===== config.mk =====
export PLATFORM = sky130hd
export DESIGN_NAME = program_memory_arbiter_flat
export DESIGN_NICKNAME = d
export VERILOG_FILES = /design/src/rtl/program_memory_arbiter_if.sv /design/src/rtl/program_memory_arbiter.sv /design/src/flat_wrapper.sv
export SDC_FILE = /design/constraint.sdc
export NUM_CORES = 1
export LEC_CHECK = 0
export ABC_AREA = 1
export CORE_ASPECT_RATIO = 0.75
export CORE_MARGIN = 1
export CORE_UTILIZATION = 45
export CTS_BUF_LIST = sky130_fd_sc_hd__clkbuf_4
export DETAILED_ROUTE_END_ITERATION = 10
export GPL_TIMING_DRIVEN = 0
export PLACE_DENSITY = 0.92
export SYNTH_ARGS = -nofsm -noshare
export SYNTH_HDL_FRONTEND = slang
export SYNTH_SLANG_ARGS = --single-unit

===== constraint.sdc =====
create_clock -name clk -period 6.4 [get_ports clk]
set_input_delay 1.28 -clock clk [delete_from_list [all_inputs] [get_ports clk]]
set_output_delay 1.28 -clock clk [all_outputs]
set_load 0.02 [all_outputs]

===== src/rtl/program_memory_arbiter_if.sv =====
// rtl/program_memory_arbiter_if.sv - request/response and ROM port bundle for program_memory_arbiter
interface program_memory_arbiter_if #(
    parameter int DATA_WIDTH = 32
);
    logic                  f_req;
    logic [DATA_WIDTH-1:0] f_addr;
    logic                  f_gnt;
    logic                  f_rvalid;
    logic [DATA_WIDTH-1:0] f_rdata;
    logic                  f_err;

    logic                  d_req;
    logic [DATA_WIDTH-1:0] d_addr;
    logic                  d_gnt;
    logic                  d_rvalid;
    logic [DATA_WIDTH-1:0] d_rdata;
    logic                  d_err;

    logic [DATA_WIDTH-1:0] mem_addr;
    logic [DATA_WIDTH-1:0] mem_instr;

    // Requesters and the ROM model sit on the master side.
    modport master (
        output f_req, f_addr, d_req, d_addr, mem_instr,
        input  f_gnt, f_rvalid, f_rdata, f_err,
        input  d_gnt, d_rvalid, d_rdata, d_err, mem_addr
    );

    modport slave (
        input  f_req, f_addr, d_req, d_addr, mem_instr,
        output f_gnt, f_rvalid, f_rdata, f_err,
        output d_gnt, d_rvalid, d_rdata, d_err, mem_addr
    );
endinterface


===== src/rtl/program_memory_arbiter.sv =====
// rtl/program_memory_arbiter.sv - two-port arbiter for the program ROM read port with starvation guard
module program_memory_arbiter #(
    parameter int                    DATA_WIDTH   = 32,
    parameter int                    MEMORY_DEPTH = 64,
    parameter logic [DATA_WIDTH-1:0] TEXT_BASE    = 32'h0040_0000,
    parameter int                    STARVE_LIMIT = 4
) (
    input  logic                      clk,
    input  logic                      reset,
    program_memory_arbiter_if.slave   bus
);
    localparam logic [DATA_WIDTH-1:0] MEM_BYTES = DATA_WIDTH'(MEMORY_DEPTH * 4);
    localparam logic [3:0]            LIMIT     = 4'(STARVE_LIMIT);

    logic [3:0]            starve_cnt;
    logic                  force_d;
    logic                  d_win;
    logic                  f_win;
    logic [DATA_WIDTH-1:0] sel_addr;
    logic [DATA_WIDTH-1:0] off;
    logic                  err;

    logic                  f_rvalid_q;
    logic                  f_err_q;
    logic [DATA_WIDTH-1:0] f_rdata_q;
    logic                  d_rvalid_q;
    logic                  d_err_q;
    logic [DATA_WIDTH-1:0] d_rdata_q;

    // Raw grant decisions feed the flops; only the visible outputs are gated by reset.
    always_comb begin
        force_d  = (starve_cnt == LIMIT);
        d_win    = bus.d_req && (force_d || !bus.f_req);
        f_win    = bus.f_req && !d_win;
        sel_addr = d_win ? bus.d_addr : bus.f_addr;
        off      = sel_addr - TEXT_BASE;
        err      = (sel_addr[1:0] != 2'b00) || (sel_addr < TEXT_BASE) || (off >= MEM_BYTES);
    end

    assign bus.f_gnt    = reset && f_win;
    assign bus.d_gnt    = reset && d_win;
    assign bus.mem_addr = (reset && (f_win || d_win) && !err) ? off : '0;

    always_ff @(posedge clk or negedge reset) begin
        if (!reset) begin
            starve_cnt <= 4'd0;
            f_rvalid_q <= 1'b0;
            f_err_q    <= 1'b0;
            f_rdata_q  <= '0;
            d_rvalid_q <= 1'b0;
            d_err_q    <= 1'b0;
            d_rdata_q  <= '0;
        end else begin
            if (d_win) begin
                starve_cnt <= 4'd0;
            end else if (bus.d_req && (starve_cnt != LIMIT)) begin
                starve_cnt <= starve_cnt + 4'd1;
            end

            f_rvalid_q <= f_win;
            f_err_q    <= f_win && err;
            if (f_win) begin
                f_rdata_q <= err ? '0 : bus.mem_instr;
            end

            d_rvalid_q <= d_win;
            d_err_q    <= d_win && err;
            if (d_win) begin
                d_rdata_q <= err ? '0 : bus.mem_instr;
            end
        end
    end

    assign bus.f_rvalid = f_rvalid_q;
    assign bus.f_err    = f_err_q;
    assign bus.f_rdata  = f_rdata_q;
    assign bus.d_rvalid = d_rvalid_q;
    assign bus.d_err    = d_err_q;
    assign bus.d_rdata  = d_rdata_q;
endmodule

===== src/flat_wrapper.sv =====
// flat-port wrapper written by rule: the top's interface ports become plain ports
module program_memory_arbiter_flat 
#(
    parameter int                    DATA_WIDTH   = 32,
    parameter int                    MEMORY_DEPTH = 64,
    parameter logic [DATA_WIDTH-1:0] TEXT_BASE    = 32'h0040_0000,
    parameter int                    STARVE_LIMIT = 4
)
  (clk, reset, bus_f_req, bus_f_addr, bus_d_req, bus_d_addr, bus_mem_instr, bus_f_gnt, bus_f_rvalid, bus_f_rdata, bus_f_err, bus_d_gnt, bus_d_rvalid, bus_d_rdata, bus_d_err, bus_mem_addr);
  program_memory_arbiter_if #(.DATA_WIDTH(DATA_WIDTH)) bus_i ();
  input  logic clk;
  input  logic reset;
  input wire logic [$bits(bus_i.f_req)-1:0] bus_f_req;
  input wire logic [$bits(bus_i.f_addr)-1:0] bus_f_addr;
  input wire logic [$bits(bus_i.d_req)-1:0] bus_d_req;
  input wire logic [$bits(bus_i.d_addr)-1:0] bus_d_addr;
  input wire logic [$bits(bus_i.mem_instr)-1:0] bus_mem_instr;
  output wire logic [$bits(bus_i.f_gnt)-1:0] bus_f_gnt;
  output wire logic [$bits(bus_i.f_rvalid)-1:0] bus_f_rvalid;
  output wire logic [$bits(bus_i.f_rdata)-1:0] bus_f_rdata;
  output wire logic [$bits(bus_i.f_err)-1:0] bus_f_err;
  output wire logic [$bits(bus_i.d_gnt)-1:0] bus_d_gnt;
  output wire logic [$bits(bus_i.d_rvalid)-1:0] bus_d_rvalid;
  output wire logic [$bits(bus_i.d_rdata)-1:0] bus_d_rdata;
  output wire logic [$bits(bus_i.d_err)-1:0] bus_d_err;
  output wire logic [$bits(bus_i.mem_addr)-1:0] bus_mem_addr;
  assign bus_i.f_req = bus_f_req;
  assign bus_i.f_addr = bus_f_addr;
  assign bus_i.d_req = bus_d_req;
  assign bus_i.d_addr = bus_d_addr;
  assign bus_i.mem_instr = bus_mem_instr;
  assign bus_f_gnt = bus_i.f_gnt;
  assign bus_f_rvalid = bus_i.f_rvalid;
  assign bus_f_rdata = bus_i.f_rdata;
  assign bus_f_err = bus_i.f_err;
  assign bus_d_gnt = bus_i.d_gnt;
  assign bus_d_rvalid = bus_i.d_rvalid;
  assign bus_d_rdata = bus_i.d_rdata;
  assign bus_d_err = bus_i.d_err;
  assign bus_mem_addr = bus_i.mem_addr;
  program_memory_arbiter #(.DATA_WIDTH(DATA_WIDTH), .MEMORY_DEPTH(MEMORY_DEPTH), .TEXT_BASE(TEXT_BASE), .STARVE_LIMIT(STARVE_LIMIT)) u_core (.clk(clk), .reset(reset), .bus(bus_i));
endmodule

Word-level counts from Yosys, hierarchy flattened:

Index checks and enable logic that the tools add are counted.

* input port bits: 100
* word-level logic and storage cells: 36
* output and inout port bits: 102
* register bits after elaboration: 72

* reduce and logical (&&, ||, !) cells: 18
* muxes and demuxes: 5
* equality and inequality tests: 2
* magnitude comparators: 2
* add/subtract/negate cells: 2

Operators by type and width (count)
* two-way mux 32 bit: 3
* greater-or-equal comparator 32 x 9 -> 1 bit (second input constant): 1
* less-than comparator 32 x 23 -> 1 bit (second input constant): 1
* subtractor 32 x 23 -> 32 bit (second input constant): 1
* logical AND 1 bit: 9
* two-way mux 4 bit: 2
* adder 4 x 1 -> 4 bit (second input constant): 1
* equality test 4 x 3 -> 1 bit (second input constant): 1
* logical OR 1 bit: 4
* inequality test 4 x 3 -> 1 bit (second input constant): 1
* nonzero test 2 bit: 2
* logical NOT 1 bit: 3

Logic depth before layout (Yosys ltp):

Gate-level depths: netlist of the first run.

* word-level depth: 10
* depth in mapped cells: 17

Worst setup path after synthesis of the first run:

No wires, ideal clock.

* kind: input to output
* start: in bus_d_req
* end: out bus_mem_addr[2]
* cell stages on the path: 14
* path buffers: 2
* arrival time: 2.928 ns
* setup slack: 2.192 ns
* path through: buf_2 -> nand2_4 -> buf_6 -> nand2_1 -> nand2_1 -> nand2_1 -> nor2_2 -> nand3_1 -> nand2_1 -> nand2_2 -> nor2_4 -> and2_1 -> nand2_2 -> nor2_1

* longest elaborated chain between the ends: 8
* elaborated cells between the ends (all ways): 15

Ends and longest elaborated chain
* from (decl): line flat_wrapper.sv:15 `input wire logic [$bits(bus_i.d_req)-1:0] bus_d_req;`
* logical AND 1 bit *: line program_memory_arbiter.sv:33 `d_win = bus.d_req && (force_d || !bus.f_req);`
* two-way mux 32 bit: line program_memory_arbiter.sv:35 `sel_addr = d_win ? bus.d_addr : bus.f_addr;`
* subtractor 32 x 23 -> 32 bit, or another cell as far along: line program_memory_arbiter.sv:36 `off = sel_addr - TEXT_BASE;`
* greater-or-equal comparator 32 x 9 -> 1 bit or logical OR 1 bit (tied branches): line program_memory_arbiter.sv:37 `err = (sel_addr[1:0] != 2'b00) || (sel_addr < TEXT_BASE) || (off >= MEM_BYTES);`
* logical OR 1 bit: line program_memory_arbiter.sv:37
* logical NOT 1 bit: line program_memory_arbiter.sv:42 `assign bus.mem_addr = (reset && (f_win || d_win) && !err) ? off : '0;`
* logical AND 1 bit: line program_memory_arbiter.sv:42
* two-way mux 32 bit *: line program_memory_arbiter.sv:42
* to (decl): line flat_wrapper.sv:26 `output wire logic [$bits(bus_i.mem_addr)-1:0] bus_mem_addr;`

Every way passes the cells marked *; elsewhere a longest branch is shown, timed or not.

Final worst setup path of the first run:

* start: in bus_f_req
* end: out bus_mem_addr[5]

* longest elaborated chain between the ends: 10
* elaborated cells between the ends (all ways): 17

Ends and longest elaborated chain
* from (decl): line flat_wrapper.sv:13 `input wire logic [$bits(bus_i.f_req)-1:0] bus_f_req;`
* logical NOT 1 bit: line program_memory_arbiter.sv:33
* logical OR 1 bit: line program_memory_arbiter.sv:33
* logical AND 1 bit: line program_memory_arbiter.sv:33
* two-way mux 32 bit: line program_memory_arbiter.sv:35
* subtractor 32 x 23 -> 32 bit, or another cell as far along: line program_memory_arbiter.sv:36
* greater-or-equal comparator 32 x 9 -> 1 bit or logical OR 1 bit (tied branches): line program_memory_arbiter.sv:37
* logical OR 1 bit: line program_memory_arbiter.sv:37
* logical NOT 1 bit: line program_memory_arbiter.sv:42
* logical AND 1 bit: line program_memory_arbiter.sv:42
* two-way mux 32 bit *: line program_memory_arbiter.sv:42

Marks and branches as above.

==> metrics.cfg, run 1 <==
[run_status]
status = finished clean

[clock_network]
cts.sinks = 72
cts_made_buffers = 9
path_clk_slew_ns = 0.10
clockRootBuffer = clkbuf_4
clock_path_buffers = 2
post_cts_buffers = 0
cts_hold_buf = 0
insertion_delay_ns = 0.40
postCtsResizedCells = 0
cts-htree-levels = 3
cts_tree = done

[setup_path]
reg2reg_depth = 11
r2r-end = u_core.bus.f_rdata[13]
endpoint_kind = primary output
max_stage_delay_ns = 0.64
critPathBufInv = 3
worstSetupPathType = input port to primary output
cp.depth = 16
critPathMaxFanout = 10
critPathTopFamily = simple AND/OR/NAND/NOR gates
critPathSlowestCell = clkdlybuf4s50_1
crit_arrival_ns = 4.43
crit_chain = clkdlybuf4s50_1, nand2_4, nand2_4, buf_4, nand2_1, nand2_1, nand2_1, nor2_1, nand2_1, nor2_1, nand3_1, nor2_4, and2_1, nand2_2, nor2_1, clkdlybuf4s50_1
reg2reg_from = u_core.starve_cnt[1]
cpMostUsedCell = nand2_1
required_ns = 5.12
cp-start-kind = input port
rrSetupSlack_ns = 3.59

[placed_design]
dp_hpwl_um = 10000
io_buffers = 174
placedCellCount = 869
place_area_um2 = 6280
gp_congestion = 0.976

[pwr]
clkPwrFrac = 0.153
power_per_cell_area_nw_per_um2 = 227
p_seq_frac = 0.411
ir_drop_mv = 0.133
p_switching_mw = 0.530
pwr-share-comb = 0.436
power_mw = 1.44
power.leakage_nw = 3.06
p_sw_frac = 0.367
p_int_mw = 0.912

[global_route]
grt_use_total = 0.265
grt_antenna_before_repair = 0
grt_first_pass_wirelength_um = 20200
grt_pass1_vias = 4161
overflow = 0
grt_max_degree = 74

[detailed_routing]
first_iter_violations = 209
num_vias = 4215
drc_errors = 0
firstDrtPassIters = 7
drt-total-wl_um = 12900
avgViaCountPerCell = 4.78
ant_nets = 0
post_drt_wl_per_cell_um = 14.6

[synth]
synth_most_common_cell = nand2_1
synth_warnings = 0
synth-async-reset-ratio = 1.00
synth_top_cell_by_area = dfrtp_1
synth_enable_flop_cells = 0
synth_top_cell_area_share = 0.421
synth_common_cells = 85 x nand2_1, 79 x inv_1, 72 x dfrtp_1
ys.flop_type = dfrtp_1
synthDistinctLibCells = 27
syn_inst = 542
ys_seq_area_frac = 0.421
synth_area_leaders = dfrtp_1 42%, a21oi_1 7.7%, nand2_1 7.4%
synth_area_um2 = 4280
yosys_register_bits = 72
avgSynthCellArea_um2 = 7.90

[timing]
rsz0062_at_grt = false
timing.final.crit_share = 0.891
finalCriticalPeriod_ns = 5.71
max_freq_mhz = 175
tightest_slew_ns = 0.917
hold_violations = 0
maxSlewViolCount = 0
setup_viol = 0
final.setup_skew_ns = 0.0113
maxSlewHeadroom = 0.389

[job]
maxCapViolations = 0

[min_path]
hold_path_end = u_core.bus.d_rdata[21]
hold_class = flip-flop to flip-flop
hold_depth = 2
hp-start = u_core.bus.d_rdata[21]

[finish]
antennaDiodeCount = 0
drive_above_1_share = 0.170
finalNonFillerCells = 882
final_area_um2 = 6360
area_growth_pct = 48.6
final_nets = 854
finish.utilization = 0.695

[floorplanning]
die_h_um = 86.5
io_pins = 202
fp.dieW_um = 115
die-area_um2 = 9920
num_rows = 30
start_util = 0.468
core_um2 = 9160

==> cells in the final DEF (no fill, tap or decap) <==
cell | synthesis | routed
buf_4 | 28 | 29
nor2_1 | 59 | 59
or2_2 | 32 | 32
inv_1 | 79 | 79
nor2_2 | 1 | 1
o21ai_0 | 9 | 9
clkinv_1 | 0 | 2
nand3_1 | 16 | 16
nand3_2 | 31 | 31
buf_2 | 4 | 4
a21oi_1 | 66 | 66
xor2_1 | 2 | 2
clkdlybuf4s50_1 | 0 | 173
nand2_1 | 85 | 85
clkinv_2 | 0 | 1
nand2_4 | 2 | 2
nand3b_1 | 17 | 17
nand4_1 | 1 | 1
clkbuf_1 | 13 | 13
o21ai_2 | 1 | 1
inv_2 | 2 | 2
buf_6 | 9 | 9
conb_1 | 1 | 26
nand2_2 | 3 | 3
buf_1 | 1 | 1
dfrtp_1 | 72 | 72
and2_1 | 1 | 1
clkbuf_4 | 0 | 10
ha_1 | 2 | 2
nor2_4 | 3 | 3
o21ai_1 | 2 | 2
==> power by group through the flow <==
stage,Clock (mW),Combinational (mW),Sequential [mW]
2_1_floorplan,0,0.237,0.691
3_3_place_gp,0,0.609,0.595
3_5_place_dp,0,0.627,0.600
4_1_cts,0.227,0.630,0.592
5_1_grt,0.247,0.677,0.601
6_report,0.221,0.628,0.593
==> metrics by stage <==
step                      hold slack [ns]  TNS (ns)  setup slack (ns)
final                               0.537         0             0.695
after global routing                0.547         0             0.439
after CTS                           0.540         0             0.696
after detailed placement            0.519         0             0.705
after global placement              0.506     -2.00            -0.393
after floorplan                     0.505         0              2.19
==> worst max path at each step <==
stage                   start         endpoint
floorplan           bus_d_req  bus_mem_addr[2]
global placement        reset  bus_mem_addr[5]
detailed placement  bus_f_req  bus_mem_addr[5]
CTS                 bus_f_req  bus_mem_addr[5]
global route        bus_f_req  bus_mem_addr[5]
finish              bus_f_req  bus_mem_addr[5]
==> worst min-delay path, cell delays in order (launching register included) <==
cell	delay, ns
dfrtp_1	0.35
nor2_1	0.05
a21oi_1	0.10
==> registers in the layout, summed over array words and instances, names as in the netlist <==
signal and count:
u_core.bus.d_rdata 32, u_core.bus.d_rvalid 1, u_core.bus.d_err 1, u_core.bus.f_err 1, u_core.bus.f_rdata 32, u_core.starve_cnt 4, u_core.bus.f_rvalid 1
==> cells by family after synthesis <==
| logic type | share of synthesized area |
|---|---|
| other | 0.000876 |
| adder cells (fa/ha/maj) | 0.00584 |
| AO/OA/AOI/OAI | 0.0920 |
| AND/OR/NAND/NOR | 0.316 |
| buffers and inverters | 0.161 |
| flip-flops | 0.421 |
| XOR/XNOR | 0.00409 |
==> metal layers <==
layer	track usage	routed length [µm]	vias to the layer above
met5	0	0	-
met4	0.0945	317	0
met3	0.0650	773	35
met2	0.441	6260	170
met1	0.339	5510	1962
li1	-	-	2048
==> final cells by class <==
class,instances,area [µm²]
fill,785,2800
multi-input combinational,359,1890
sequential,72,1800
timing repair buffer,174,1740
buffer,55,384
inverter,81,304
tap,128,160
clock buffer,10,75.1
clock inverter,3,12.5
(Power assumes the default switching activity.)
==> run 2, diff against run 1 <==
--- a/config.mk
+++ b/config.mk
@@ -13,6 +13,7 @@
 export DETAILED_ROUTE_END_ITERATION = 10
 export GPL_TIMING_DRIVEN = 0
 export PLACE_DENSITY = 0.92
+export REMOVE_ABC_BUFFERS = 1
 export SYNTH_ARGS = -nofsm -noshare
 export SYNTH_HDL_FRONTEND = slang
 export SYNTH_SLANG_ARGS = --single-unit
==> metrics.cfg, run 2 (synthesis results as in run 1) <==
[run_status]
status = finished clean  ; unchanged

[floorplanning]
start_util = 0.468  ; unchanged
die-area_um2 = 9920  ; unchanged
fp.dieW_um = 115  ; unchanged
die_h_um = 86.5  ; unchanged
num_rows = 30  ; unchanged
core_um2 = 9160  ; unchanged
io_pins = 202  ; unchanged

[detailed_routing]
drt-total-wl_um = 12400  ; was 12900 µm
avgViaCountPerCell = 4.84  ; was 4.78
first_iter_violations = 192  ; was 209
num_vias = 4046  ; was 4215
post_drt_wl_per_cell_um = 14.9  ; was 14.6 µm
firstDrtPassIters = 5  ; was 7
drc_errors = 0  ; unchanged
ant_nets = 0  ; unchanged

[global_route]
overflow = 0  ; unchanged
grt_antenna_before_repair = 0  ; unchanged
grt_first_pass_wirelength_um = 19500  ; was 20200 µm
grt_pass1_vias = 4046  ; was 4161
grt_max_degree = 74  ; unchanged
grt_use_total = 0.260  ; was 0.265

[finish]
final_nets = 805  ; was 854
area_growth_pct = 43.0  ; was 48.6%
multiInputGateArea_um2 = 1910  ; was 1890 µm²
fillers = 771  ; was 785
regArea_um2 = 1800  ; unchanged
mostFrequentLayoutCell = clkdlybuf4s50_1  ; unchanged
drive_above_1_share = 0.140  ; was 0.170
layout_common_cells = 173 x clkdlybuf4s50_1, 85 x nand2_1, 79 x inv_1  ; unchanged
finish.utilization = 0.669  ; was 0.695
finalNonFillerCells = 836  ; was 882
antennaDiodeCount = 0  ; unchanged

[min_path]
hold_class = flip-flop to flip-flop  ; unchanged

[setup_path]
critPathBufInv = 3  ; unchanged
rrSetupSlack_ns = 2.68  ; was 3.59 ns
worstSetupPathType = input port to primary output  ; unchanged
max_stage_delay_ns = 0.63  ; was 0.64 ns
critPathTopFamily = simple AND/OR/NAND/NOR gates  ; unchanged
crit_arrival_ns = 4.71  ; was 4.43 ns
cp-start-kind = input port  ; unchanged
critPathMaxFanout = 71  ; was 10
crit_chain = clkdlybuf4s50_1, nand2_4, nand2_4, inv_8, nand2_1, nand4_1, nor2_1, nand3_1, nor2_4, and2_1, nand2_2, nor2_1, clkdlybuf4s50_1  ; was clkdlybuf4s50_1, nand2_4, nand2_4, buf_4, nand2_1, nand2_1, nand2_1, nor2_1, nand2_1, nor2_1, nand3_1, nor2_4, and2_1, nand2_2, nor2_1, clkdlybuf4s50_1
endpoint_kind = primary output  ; unchanged
critPathSlowestCell = clkdlybuf4s50_1  ; unchanged
required_ns = 5.12  ; about the same

[timing]
maxSlewHeadroom = 0.197  ; was 0.389
max_freq_mhz = 167  ; was 175 MHz
finalCriticalPeriod_ns = 5.99  ; was 5.71 ns
final.setup_skew_ns = 0.00633  ; was 0.0113 ns
hold_violations = 0  ; unchanged
maxSlewViolCount = 0  ; unchanged
timing.final.crit_share = 0.936  ; was 0.891
rsz0062_at_grt = false  ; unchanged
setup_viol = 0  ; unchanged
tightest_slew_ns = 1.20  ; was 0.917 ns

[clock_network]
clock_path_buffers = 2  ; unchanged
clockRootBuffer = clkbuf_4  ; unchanged
cts.sinks = 72  ; unchanged
path_clk_slew_ns = 0.12  ; was 0.10 ns
cts_tree = done  ; unchanged
cts-htree-levels = 3  ; unchanged
insertion_delay_ns = 0.42  ; was 0.40 ns
cts_made_buffers = 9  ; unchanged

[placed_design]
gp_congestion = 0.889  ; was 0.976
placedCellCount = 816  ; was 869
dp_hpwl_um = 8530  ; was 10000 µm
io_buffers = 175  ; was 174

[pwr]
ir_drop_mv = 0.169  ; was 0.133 mV
power_mw = 1.52  ; was 1.44 mW
power.leakage_nw = 2.89  ; was 3.06 nW
power_per_cell_area_nw_per_um2 = 249  ; was 227 nW/µm²

[job]
maxCapViolations = 0  ; unchanged

[run 2: what timing repair did]
action                                  in CTS  in global routing
endpoints found under the setup margin       7                  0
hold endpoints to repair                     0                  0
gates resized for setup                      6                  0
setup buffers                                2                  0
hold buffers                                 0                  0
[run 2: final cells by class]
| cell class | instances | share of cell area |
|---|---|---|
| multi-input combinational | 361 | 0.311 |
| tap | 128 | 0.0261 |
| inverter | 81 | 0.0509 |
| clock buffer | 10 | 0.0123 |
| sequential | 72 | 0.294 |
| timing repair buffer | 178 | 0.292 |
| clock inverter | 6 | 0.0137 |
[run 2: final timing paths]
path	startpoint	end	cells past startpoint
max	bus_f_req	bus_mem_addr[4]	13
min reg2reg	u_core.bus.d_rdata[19]	u_core.bus.d_rdata[19]	2
max in group asynchronous	reset	u_core.starve_cnt[1]	1
min	u_core.bus.d_rdata[19]	u_core.bus.d_rdata[19]	2
max reg2reg	u_core.starve_cnt[0]	u_core.bus.f_rdata[22]	14
min in group asynchronous	reset	u_core.bus.f_rdata[4]	1
[run 2: routing by layer]
layer,vias up,GRT usage,part of all wire
li1,1946,-,-
met4,0,0.0803,0.017
met3,19,0.0657,0.056
met1,1927,0.321,0.43
met2,154,0.448,0.50
met5,-,0,0
[run 2: worst min-delay path: cells and delay by family, from the launching register on]
kind	cells	cell delay, ns
AND/OR/NAND/NOR	1	0.05
AO/OA/AOI/OAI	1	0.10
flip-flops	1	0.36
[run 2: report_power, final]
part | internal (mW) | total (mW) | switching (mW)
clock | 0.162 | 0.329 | 0.168
combinational | 0.276 | 0.603 | 0.327
sequential | 0.541 | 0.591 | 0.0502
[run 2: through the flow]
stage | setup WS (ns) | hold slack, ns | setup TNS (ns) | instance area, µm²
2_1_floorplan | 0.780 | 0.505 | 0 | 3990
3_3_place_gp | -2.15 | 0.508 | -25.42 | 5900
3_5_place_dp | -1.62 | 0.524 | -9.66 | 5930
4_1_cts | 0.437 | 0.553 | 0 | 6120
5_1_grt | 0.172 | 0.564 | 0 | 6120
6_report | 0.413 | 0.545 | 0 | 6120
==> run 3, diff against run 2 <==
--- a/config.mk
+++ b/config.mk
@@ -12,6 +12,7 @@
 export CTS_BUF_LIST = sky130_fd_sc_hd__clkbuf_4
 export DETAILED_ROUTE_END_ITERATION = 10
 export GPL_TIMING_DRIVEN = 0
+export HOLD_SLACK_MARGIN = 0.08
 export PLACE_DENSITY = 0.92
 export REMOVE_ABC_BUFFERS = 1
 export SYNTH_ARGS = -nofsm -noshare
==> results of run 3 <==
Final layout, timing and power as in run 2 (identical DEF).
